==> config.mk <==
export PLATFORM = sky130hd
export DESIGN_NAME = ctr_timeslot_arb
export DESIGN_NICKNAME = d
export VERILOG_FILES = /design/src/rtl/ctr_timeslot_arb.sv
export SDC_FILE = /design/constraint.sdc
export NUM_CORES = 1
export LEC_CHECK = 0
export CAP_MARGIN = 20
export CORE_UTILIZATION = 39
export CTS_CLUSTER_DIAMETER = 60
export DETAILED_ROUTE_END_ITERATION = 12
export PLACE_DENSITY_LB_ADDON = 0.08
export SLEW_MARGIN = 20
export SYNTH_ARGS = -nofsm -noshare
export SYNTH_HDL_FRONTEND = slang
export SYNTH_SLANG_ARGS = --single-unit
==> constraint.sdc <==
create_clock -name clk_i -period 1.65 [get_ports clk_i]
set_clock_uncertainty 0.1 [all_clocks]
set_input_delay 0.33 -clock clk_i [delete_from_list [all_inputs] [get_ports clk_i]]
set_output_delay 0.33 -clock clk_i [all_outputs]
set_load 0.02 [all_outputs]
==> src/rtl/ctr_timeslot_arb.sv <==
// ctr_timeslot_arb: round-robin arbiter lending one down-counting interval timer to NumReq requesters.
// Defining CTR_TIMESLOT_ARB_ABORT_EN adds abort_i, which cancels a running interval without a done pulse.
module ctr_timeslot_arb #(
  parameter int NumReq = 4,
  parameter int Width  = 4
) (
  input  logic                    clk_i,
  input  logic                    rst_ni,
`ifdef CTR_TIMESLOT_ARB_ABORT_EN
  input  logic                    abort_i,
`endif
  input  logic [NumReq-1:0]       req_i,
  input  logic [NumReq*Width-1:0] dur_i,
  output logic [NumReq-1:0]       gnt_o,
  output logic [NumReq-1:0]       done_o,
  output logic                    busy_o,
  output logic [Width-1:0]        cnt_o
);
  localparam int IdxW = (NumReq > 1) ? $clog2(NumReq) : 1;
  typedef enum logic [1:0] {IDLE, RUN, DONE} state_t;
  state_t state, state_d;
  logic [Width-1:0] cnt, cnt_d;
  logic [IdxW-1:0] owner, owner_d, ptr, ptr_d, win;
  logic found, abort;
  logic [NumReq-1:0] owner_oh;
`ifdef CTR_TIMESLOT_ARB_ABORT_EN
  assign abort = abort_i;
`else
  assign abort = 1'b0;
`endif
  // Round-robin search starts just past the last owner, so it has lowest priority next time.
  always_comb begin
    win = ptr;
    found = 1'b0;
    for (int i = 1; i <= NumReq; i++) begin
      if (!found && req_i[(int'(ptr) + i) % NumReq]) begin
        win = IdxW'((int'(ptr) + i) % NumReq);
        found = 1'b1;
      end
    end
  end
  always_ff @(posedge clk_i or negedge rst_ni) begin
    if (!rst_ni) begin
      state <= IDLE;
      cnt   <= '0;
      owner <= '0;
      ptr   <= IdxW'(NumReq - 1);
    end else begin
      state <= state_d;
      cnt   <= cnt_d;
      owner <= owner_d;
      ptr   <= ptr_d;
    end
  end
  always_comb begin
    state_d = state;
    cnt_d   = cnt;
    owner_d = owner;
    ptr_d   = ptr;
    unique case (state)
      IDLE: if (found) begin
        owner_d = win;
        cnt_d   = dur_i[int'(win)*Width +: Width];
        state_d = RUN;
      end
      RUN: if (abort) begin
        state_d = IDLE;
        ptr_d   = owner;
        cnt_d   = '0;
      end else if (cnt == '0) state_d = DONE;
      else cnt_d = cnt - Width'(1);
      DONE: begin
        state_d = IDLE;
        ptr_d   = owner;
      end
      default: state_d = IDLE;
    endcase
  end
  assign owner_oh = NumReq'(1) << owner;
  always_comb begin
    gnt_o  = (state != IDLE) ? owner_oh : '0;
    done_o = (state == DONE) ? owner_oh : '0;
    busy_o = state != IDLE;
    cnt_o  = cnt;
  end
endmodule

==> summary.md <==
| Metric | Value |
|---|---|
| Status | `finished with violations` |
| Failing checks | `setup timing` |
| WP buf/inv | `0` |
| GRT Util Overall | `approximately a quarter` |
| Worst Setup EP | `cnt_o[3]$_DFFE_PN0P_` |
| Largest net degree at the start of global routing | `11` |
| Post-synth top area cell | `dfrtp_1` |
| Mapped Cells | `slightly above 100` |
| CTS Sinks | `10` |
| I/O pin count | `35` |
| Global route total overflow | `0` |
| Placed insts | `around 190` |
| CTS tree | `yes` |
| Ant diodes | `0` |
| Die area | `2463 µm²` |
| Critical path class | `reg2reg` |
| Worst Path Max Fanout | `4` |
| Post-Route WL | `roughly 2700 µm` |
| Root Buffer | `clkbuf_4` |
| Via count | `about 1100` |
| Synth Cell Area | `between 800 and 900 µm²` |
| Post-synthesis async set-or-reset flop share | `100.0%` |
| Total core area | `2042 µm²` |
| Synth top area share | `a little under a quarter` |
| Final GP Congestion | `~0.9` |
| PD cells | `about 1700 nW/µm²` |
| Clock Pin Slew Worst Setup and Hold Paths | `0.07 ns` |
| Worst R2R Setup Slack | `-0.1 ns` |
| Dpl ws | `-0.4992 ns` |
| Final Instance Area | `about 1600 µm²` |
| Avg Vias per Cell | `about 5.3` |
| Routed length per instance | `roughly 13 µm` |
| Reg2reg end | `cnt_o[3]$_DFFE_PN0P_` |
| CP max-delay cell | `dfstp_2` |
| Number of max-cap violations | `0` |
| Fill cell count | `roughly 160` |
| Most frequent cells in the layout | `buf_4 (37), clkdlybuf4s50_1 (17), nand2_1 (8), dlygate4sd2_1 (8), nor2_1 (7)` |
| Placed instance area | `around 1500 µm²` |
| First-pass GRT wire length | `between 4000 and 5000 µm` |
| Min-Delay Path Class | `in2async` |
| Final hold vios | `0` |
| CP endpoint kind | `flop` |
| Drt initial violations | `15` |
| Period utilization | `106.0%` |
| Power Total | `between 0.002 and 0.003 W` |
| Worst Path Required | `~1.8 ns` |
| Die W | `~50 µm` |
| Clk Latency, worst-skew pair | `roughly 0.26 ns` |
| Layout Cells excl Fill | `200` |
| Starting Density | `a little over two fifths` |
| FMAX | `between 500 and 600 MHz` |
| Vias in the first global route | `1060` |
| Residual DRC | `0` |
| Worst slew margin | `69.27%` |
| Area Overhead vs Synth | `79.49%` |
| Synth cell types | `42` |
| RSZ-0062 raised after global routing | `yes` |
| Leak pwr | `~0.76 nW` |
| Arr. time, crit path | `around 1.9 ns` |
| Yosys reg bits | `10` |
| Internal power | `0.001518 W` |
| Peak VDD IR | `approximately 0.00097 V` |
| Max-slew violations | `0` |
| H-tree levels | `1` |
| Worst Setup SP | `ptr[0]$_DFFE_PN1P_` |
| Reg2reg path depth | `5` |
| # port buffers | `34` |
| Antenna Nets Post-Route | `0` |
| Initial antenna violation count | `0` |
| CP Cell Sequence | `nand2b_4, o21ai_4, a221oi_4, mux2_4, a21oi_2` |
| Seq. cell area | `around 260 µm²` |
| FF-to-FF Start | `ptr[0]$_DFFE_PN1P_` |
| Nets | `between 150 and 200` |
| Commonest non-fill, non-tap cell in the layout | `buf_4` |
| Measured slew at the worst slew-check pin | `between 0.4 and 0.5 ns` |
| Top delay family on crit path | `flip-flops` |
| Startpoint Class | `flop` |
| Reg power frac | `around 20%` |
| Power share of the combinational group | `about 73%` |
| Ys flop type | `dfrtp_1` |
| Syn_nets | `125` |
| Synth Area per Inst | `around 8.7 µm²` |
| Min Tclk post-route | `1.750 ns` |
| Synth warnings | `0` |
| Final WS setup | `-0.09973 ns` |
| TritonRoute pass-1 iters | `4` |
| DPL Wire Length | `2017 µm` |
| Chip height | `~50 µm` |
| Slowest stage delay, CP | `between 0.5 and 0.6 ns` |
| Post-route setup TNS | `-0.3102 ns` |
| CTS Hold Bufs | `0` |
| Seq/Total Area, Yosys | `between 20% and 30%` |
| Switching share of power | `around 43%` |
| Total CTS buffers | `3` |
| WP depth | `5` |
| Clock power frac | `around 6.7%` |
| # setup viols final | `4` |
| Post-synth EDFFs | `0` |
| Largest cells by area after synthesis | `dfrtp_1 (23%), dfstp_2 (5.9%), nand2b_1 (5.0%)` |
| Sw Pwr | `between 0.001 and 0.0015 W` |
| Layout cell share with drive strength beyond 1 | `42.77%` |
| Multi-input gate area | `a little under 700 µm²` |
| Clock buffer depth | `2` |
| Row count | `16` |
cell type report:
type                            count  area share [%]
Clock buffer                        4           1.655
Inverter                            6           1.418
Tap cell                           27           2.128
Timing Repair Buffer               68           35.70
Sequential cell                    10           16.23
Multi-Input combinational cell     85           42.87
worst register-to-register path, stage by stage, from the launching register on:
cell,delay [ns]
dfstp_2,0.55
nand2b_4,0.16
o21ai_4,0.07
a221oi_4,0.36
mux2_4,0.35
a21oi_2,0.11
power groups by stage:
| stage | sequential, W | clock, W | combinational, W |
|---|---|---|---|
| after global placement | 0.000504 | 0 | 0.00169 |
| final | 0.000545 | 0.000178 | 0.00195 |
| after detailed placement | 0.000515 | 0 | 0.00173 |
| after floorplan | 0.000549 | 0 | 0.000921 |
| after global routing | 0.000563 | 0.000199 | 0.00213 |
| after CTS | 0.000526 | 0.000188 | 0.00178 |
worst min path at each step:
stage	endpoint	startpoint	cells after the start
after CTS	cnt_o[2]$_DFFE_PN0P_	rst_ni	1
after floorplan	cnt_o[0]$_DFFE_PN0P_	rst_ni	0
after detailed placement	cnt_o[1]$_DFFE_PN0P_	cnt_o[1]$_DFFE_PN0P_	2
after global placement	cnt_o[1]$_DFFE_PN0P_	cnt_o[1]$_DFFE_PN0P_	2
after global routing	cnt_o[2]$_DFFE_PN0P_	rst_ni	1
final	cnt_o[2]$_DFFE_PN0P_	rst_ni	1
sequential cells by signal, indices dropped and copies added (netlist names):
name   flops
state      2
cnt_o      4
ptr        2
owner      2
per-stage QoR:
stage,utilization [%],hold WS (ns)
final,77.76,0.2807
after global routing,77.76,0.2996
after CTS,74.39,0.2879
after detailed placement,71.69,0.4911
after global placement,71.69,0.4831
after floorplan,-,-0.06559
layer usage:
metal	up-vias	global-route usage [%]	share of wire, %	wire (µm)
met4	0	16.19	1.6	43
met1	501	28.24	44	1179
met5	-	0	0	0
li1	523	-	-	-
met2	36	41.89	51	1373
met3	4	1.852	3.6	98
cells by family after synthesis:
| logic type | Yosys count | share of synthesized area, % |
|---|---|---|
| flip-flops | 10 | 28.57 |
| adder cells (fa/ha/maj) | 1 | 1.414 |
| AND/OR/NAND/NOR | 47 | 31.83 |
| buffers and inverters | 7 | 3.111 |
| AO/OA/AOI/OAI | 31 | 27.86 |
| multiplexers | 6 | 7.213 |
repair_timing:
action,in CTS,in global routing
gates resized for setup,46,25
buffers inserted,5,3
setup endpoints to repair,17,14
pin swaps,4,3
cell usage after synthesis (3+ instances only):
master,number
nor3_1,5
nand3_1,4
nor2_1,10
inv_1,6
dfrtp_1,8
nand2b_1,7
mux2_2,3
mux2i_1,3
nand2_1,8
o21ai_0,4
a21oi_1,4
(Power assumes the default switching activity.)
